**src/rtl/svc_axi_pkg.sv**
```systemverilog
// Shared AXI encodings and the memory-checker FSM state type.
package svc_axi_pkg;

   localparam logic [1:0] AXI_BURST_INCR  = 2'b01;
   localparam logic [1:0] AXI_RESP_OKAY   = 2'b00;
   localparam logic [1:0] AXI_RESP_SLVERR = 2'b10;

   typedef enum logic [2:0] {
      CHK_IDLE    = 3'd0,
      CHK_WR_ADDR = 3'd1,
      CHK_WR_DATA = 3'd2,
      CHK_WR_RESP = 3'd3,
      CHK_RD_ADDR = 3'd4,
      CHK_RD_DATA = 3'd5,
      CHK_DONE    = 3'd6
   } chk_state_e;

endpackage

```
**src/rtl/svc_axi_mem_checker_pattern.sv**
```systemverilog
// Beat index / address generator shared by the write and read phases.
// Expected word for beat i is seed ^ i; beat address is base + i*STRB (wrapping).
module svc_axi_mem_checker_pattern #(
   parameter int AXI_ADDR_WIDTH = 8,
   parameter int AXI_DATA_WIDTH = 16,
   parameter int NB_WIDTH       = 8
) (
   input  logic                      clk,
   input  logic                      rst,
   input  logic                      load,
   input  logic                      rewind,
   input  logic                      advance,
   input  logic [AXI_ADDR_WIDTH-1:0] base_addr,
   input  logic [AXI_DATA_WIDTH-1:0] seed,
   output logic [AXI_ADDR_WIDTH-1:0] beat_addr,
   output logic [AXI_DATA_WIDTH-1:0] exp_data
);
   import svc_axi_pkg::*;

   localparam int STRB  = AXI_DATA_WIDTH / 8;
   localparam int IDX_W = NB_WIDTH + 8;

   logic [IDX_W-1:0]          idx_q;
   logic [AXI_ADDR_WIDTH-1:0] base_q;
   logic [AXI_ADDR_WIDTH-1:0] addr_q;
   logic [AXI_DATA_WIDTH-1:0] seed_q;

   always_ff @(posedge clk) begin
      if (rst) begin
         idx_q  <= '0;
         base_q <= '0;
         addr_q <= '0;
         seed_q <= '0;
      end else if (load) begin
         base_q <= base_addr;
         seed_q <= seed;
         addr_q <= base_addr;
         idx_q  <= '0;
      end else if (rewind) begin
         addr_q <= base_q;
         idx_q  <= '0;
      end else if (advance) begin
         addr_q <= addr_q + AXI_ADDR_WIDTH'(STRB);
         idx_q  <= idx_q + IDX_W'(1);
      end
   end

   assign beat_addr = addr_q;
   assign exp_data  = seed_q ^ AXI_DATA_WIDTH'(idx_q);

endmodule

```
**config.mk**
```make
export PLATFORM = sky130hd
export DESIGN_NAME = svc_axi_mem_checker_pattern
export DESIGN_NICKNAME = d
export VERILOG_FILES = /design/src/rtl/svc_axi_pkg.sv /design/src/rtl/svc_axi_mem_checker_pattern.sv
export SDC_FILE = /design/constraint.sdc
export NUM_CORES = 1
export LEC_CHECK = 0
export CAP_MARGIN = 20
export CORE_MARGIN = 2
export CORE_UTILIZATION = 35
export CTS_CLUSTER_SIZE = 25
export DETAILED_ROUTE_END_ITERATION = 10
export GPL_TIMING_DRIVEN = 1
export HOLD_SLACK_MARGIN = 0.02
export SYNTH_ARGS = -nofsm -noshare
export SYNTH_HDL_FRONTEND = slang
export SYNTH_SLANG_ARGS = --single-unit
```
**constraint.sdc**
```tcl
create_clock -name clk -period 1.6 [get_ports clk]
set_clock_uncertainty 0.15 [all_clocks]
set_input_delay 0.32 -clock clk [delete_from_list [all_inputs] [get_ports clk]]
set_output_delay 0.32 -clock clk [all_outputs]
set_load 0.03 [all_outputs]
```
==> Yosys cells after proc, flatten, opt, wreduce, memory -nomap -nowiden <==
Cells that the tools add are included.
{ "word_totals": {"reg_bits": 48, "inputBits": 29, "elab_cells": 12, "output_inout_bits": 24} }
{ "op_classes": {"n_bitwise": 1, "muxes": 3, "addsub": 2, "reduce_logical": 2} }
{ "ops": {"columns": ["operator", "n"], "rows": [
  ["two-way mux 8 bit", 3],
  ["adder 16 x 1 -> 16 bit, second input constant", 1],
  ["XOR 16 bit", 1],
  ["adder 8 x 2 -> 8 bit, second input constant", 1],
  ["nonzero test 3 bit", 1],
  ["OR reduction 3 bit", 1]
]} }

==> Longest topological paths before layout <==
{ "depth": {"ltp_word": 4, "ltp_mapped": 5, "mapped_depth_nobuf": 4} }

==> Least setup slack after synthesis <==
No wires, ideal clock.
{ "synth_timing": {"kind": "flip-flop to flip-flop", "from": "register addr_q[1], in the netlist beat_addr[1]", "to": "register addr_q[7], in the netlist beat_addr[7]", "n_path_buf": 0, "t_required_ns": 1.331, "setup_slack_ns": -0.057, "period_less_slack_ns": 1.657, "arrival_ns": 1.389, "setup_time_ns": 0.119, "path_stages_with_launch": 5, "path_cell_list": "dfxtp_1 > ha_1 > nand3_1 > o31a_1 > o221a_2"} }
{ "synth_between": {"elab_chain_len": 4} }
{ "synth_lines": {"columns": ["element", "line", "text"], "rows": [
  ["start: declaration", "svc_axi_mem_checker_pattern.sv:25", "logic [AXI_ADDR_WIDTH-1:0] addr_q;"],
  ["start signal: assignment", "svc_axi_mem_checker_pattern.sv:37", "addr_q <= base_addr;"],
  ["start signal: assignment", "svc_axi_mem_checker_pattern.sv:40", "addr_q <= base_q;"],
  ["start signal: assignment", "svc_axi_mem_checker_pattern.sv:43", "addr_q <= addr_q + AXI_ADDR_WIDTH'(STRB);"],
  ["adder 8 x 2 -> 8 bit", "svc_axi_mem_checker_pattern.sv:43", null],
  ["two-way mux 8 bit", "svc_axi_mem_checker_pattern.sv:42", "end else if (advance) begin"],
  ["two-way mux 8 bit", "svc_axi_mem_checker_pattern.sv:39", "end else if (rewind) begin"],
  ["two-way mux 8 bit", "svc_axi_mem_checker_pattern.sv:34", "end else if (load) begin"]
]} }
No other way between the ends. The select of a mux whose other input is x is not followed.
A chain may end at the register's enable or synchronous reset.

==> Worst setup path after layout <==
{ "layout_timing": {"from": "register idx_q[3]", "to": "output port exp_data[3]"} }
{ "layout_between": {"elab_chain_len": 1} }
{ "layout_lines": {"columns": ["element", "line", "text"], "rows": [
  ["start: declaration", "svc_axi_mem_checker_pattern.sv:23", "logic [IDX_W-1:0] idx_q;"],
  ["start signal: assignment", "svc_axi_mem_checker_pattern.sv:44", "idx_q <= idx_q + IDX_W'(1);"],
  ["XOR 16 bit", "svc_axi_mem_checker_pattern.sv:49", "assign exp_data = seed_q ^ AXI_DATA_WIDTH'(idx_q);"],
  ["end: declaration", "svc_axi_mem_checker_pattern.sv:16", "output logic [AXI_DATA_WIDTH-1:0] exp_data"]
]} }
No other way between the ends.

==> key figures <==
Power and ir drop
  – Leakage power: 1.344 nW
  – Total Power: 2.435 mW
  – Pwr/cell area: 760.3 nW/um^2
  – Peak VDD IR: 0.0004458 V

Detailed routing
  – DRT antenna net count: 0
  – WL per Instance: 12.90 um
  – Highest metal used: met4
  – Total length of routed met2 wires: 2.470 mm
  – Pre-antenna DRT Iters: 4
  – Remaining DRCs: 0
  – Routed wl met3: 251 um
  – Met1 wire length: 2.410 mm
  – Final wirelength: 5.223 mm
  – Routed vias/inst: 4.978
  – Number of DRC violations after detailed-routing iteration 0: 80
  – DR vias: 2,016

Cells and area
  – Post-route cell area: 3203 sq um
  – Synth-to-Final Area Change: 40.35%
  – Finished Layout Cells: 405
  – # diodes: 0
  – Post-layout util: 50.73%
  – Layout cell share with drive strength beyond 1: 25.91%
  – NumNets Final: 358

Job
  – Max-cap violations: 0

Clocking
  – Htree depth: 2
  – Num CTS Buffers: 5
  – Root buf cell: clkbuf_8
  – Clock tree buffer depth: 2
  – Clock Pin Slew Worst Setup and Hold Paths: 0.09 ns
  – Worst-Skew Late Latency: 0.30 ns
  – Hold Buf Count CTS: 0
  – Clock sink count: 48
  – TritonCTS clock tree: yes

Global routing
  – Antenna violations before repair: 0
  – GRT Overall Usage: 15.00%
  – Vias in the first global route: 1,973
  – Grt total ovfl: 0
  – First-pass GRT wire length: 8.852 mm
  – Largest net degree at the start of global routing: 16

Logic synthesis
  – FF+latch count, synth: 48
  – Syn. warnings: 0
  – Syn Std Cell Area: 2282 sq um
  – Sequential share of the synthesized area: 42.11%
  – Netlist cell types: 42
  – Syn Area/Cell: 9.129 sq um
  – Synth Instances: 250
  – Net Count, Synth: 281

Place
  – Place WS: -0.4299 ns
  – Routability cong.: 0.8612
  – IO Port Bufs: 52
  – Placed wire-length estimate: 3.882 mm
  – Post-Place Cells: 394
  – Post-DP Area: 2988 sq um

Worst setup path
  – Worst path max stage delay: 0.36 ns
  – Critical path's top delay family: flip-flops
  – Reg-to-reg slack, setup: 0.06 ns
  – Required @ worst endpoint: 1.13 ns
  – Critical Path Sink Type: output port
  – CP Launch Type: flop
  – Maximum fanout along the worst path: 6
  – Bufs and invs on worst path: 2
  – Crit path kind: flop to output port
  – Slowest CP cell: dfxtp_4
  – Worst-path cell chain: buf_6, xor2_1, buf_4
  – Worst path arrival time: 1.10 ns

Floorplanning
  – Die H: 84.75 um
  – Die W: 84.75 um
  – IO Pins: 53
  – Core region area: 6314 sq um
  – FP Rows: 29
  – Die Area: 7183 sq um
  – Initial Util: 36.15%

Timing
  – Final setup vio count: 0
  – Slew margin rel.: 75.37%
  – Setup TNS: 0 ns
  – FMAX: 635.5 MHz
  – RSZ-0062 raised after global routing: true
  – Max-slew violations: 0
  – Fin crit period: 1.574 ns
  – Tightest Pin Transition: 0.3661 ns
  – Hold WS: 0.3126 ns
  – Hold Fails Final Rpt: 0
  – Setup ws final: 0.02644 ns
  – Fin crit share: 98.35%

Worst hold path
  – Hold Path Class: flop to flop

Status
  – Status: completed
## synth_stat cells
cell / n / share of area (%)
nor4_1: 5 / 1.4
o211ai_1: 1 / 0.33
buf_4: 3 / 0.99
nand2b_1: 8 / 2.2
xnor2_1: 1 / 0.38
nor3_2: 1 / 0.44
o31ai_1: 4 / 1.3
o32a_1: 1 / 0.44
a31o_2: 1 / 0.38
o21a_1: 3 / 0.99
o311ai_0: 3 / 1.2
o21bai_1: 2 / 0.66
clkinv_1: 1 / 0.16
xor2_1: 19 / 7.3
o21ai_0: 3 / 0.66
nor3_1: 1 / 0.22
a22oi_1: 1 / 0.33
o31a_1: 1 / 0.38
mux2i_1: 24 / 11
nand4_1: 5 / 1.4
nor2b_1: 1 / 0.27
a211oi_1: 4 / 1.3
o2111ai_1: 1 / 0.38
clkbuf_1: 5 / 0.82
or4_1: 4 / 1.3
buf_2: 5 / 1.1
o221a_2: 2 / 0.99
or3_1: 3 / 0.82
a221oi_1: 3 / 1.2
nand3_2: 2 / 0.88
nor2_1: 26 / 4.3
buf_6: 2 / 0.99
or2_2: 1 / 0.27
a21oi_1: 16 / 3.5
nand4_2: 1 / 0.55
nand2_1: 24 / 3.9
inv_1: 5 / 0.82
nand3_1: 4 / 0.88
ha_1: 2 / 1.1
dfxtp_1: 48 / 42
nand3b_1: 2 / 0.66
and2_1: 1 / 0.27
## final cells by class
cell class                 count  area [sq um]
clock buffer                   7         86.33
fill                         624          3110
clock inverter                 1         7.507
sequential                    48         980.9
timing repair buffer          85         748.2
tap                           77         96.34
multi-input combinational    181          1261
inverter                       6         22.52
## registers in the layout, indices dropped and copies added, names as in the netlist
| signal | cells |
|---|---|
| idx_q | 16 |
| seed_q | 16 |
| base_q | 8 |
| beat_addr | 8 |
## kinds of logic (layout without fill, tap and decap cells)
group	Yosys count	after routing	synth area share, %
simple gates	89	89	19.74
flops	48	48	42.11
compound gates	46	46	13.98
mux	24	24	10.53
buf+inv	21	99	4.879
xor+xnor	20	20	7.676
fa+ha+maj	2	2	1.096
## where the power goes
| part | leakage [nW] | total, mW | internal [mW] | switching, mW |
|---|---|---|---|---|
| sequential | 0.400 | 1.28 | 1.24 | 0.0342 |
| clock | 0.0445 | 0.742 | 0.351 | 0.390 |
| combinational | 0.900 | 0.418 | 0.205 | 0.214 |
## worst min-delay path, stage by stage (launching register included)
cell and delay (ns):
dfxtp_1 0.32, nand2_1 0.06, a21oi_1 0.05
## layout by cell type (no fill, tap or decap), types with 4 or more instances in the layout
master	netlist	final
nand2b_1	8	8
a211oi_1	4	4
xor2_1	19	17
nand2_1	24	24
buf_4	3	41
dfxtp_2	0	13
dlygate4sd2_1	0	6
buf_6	2	10
dfxtp_1	48	34
nand4_1	5	5
clkdlybuf4s50_1	0	26
nor4_1	5	5
nor2_1	26	26
mux2i_1	24	24
a21oi_1	16	15
inv_1	5	5
nand3_1	4	4
o31ai_1	4	4
clkbuf_8	0	6
or4_1	4	4
## metal layers
metal | up-vias | track usage [%]
met4 | 0 | 5.628
met3 | 8 | 3.343
li1 | 1033 | -
met1 | 920 | 19.63
met2 | 55 | 24.19
met5 | - | 0
## final timing paths
kind,cells past startpoint,start,to
min,2,base_q[3],base_q[3]
max reg2reg,4,idx_q[0],idx_q[8]
max,3,idx_q[3],exp_data[3]
min reg2reg,2,base_q[3],base_q[3]
## repair_timing
action | in CTS | in global routing
pin swaps | 0 | 1
gates resized for setup | 12 | 27
endpoints found under the setup margin | 25 | 22
setup buffers | 2 | 1
No activity file was read; power rests on OpenSTA's default activity.
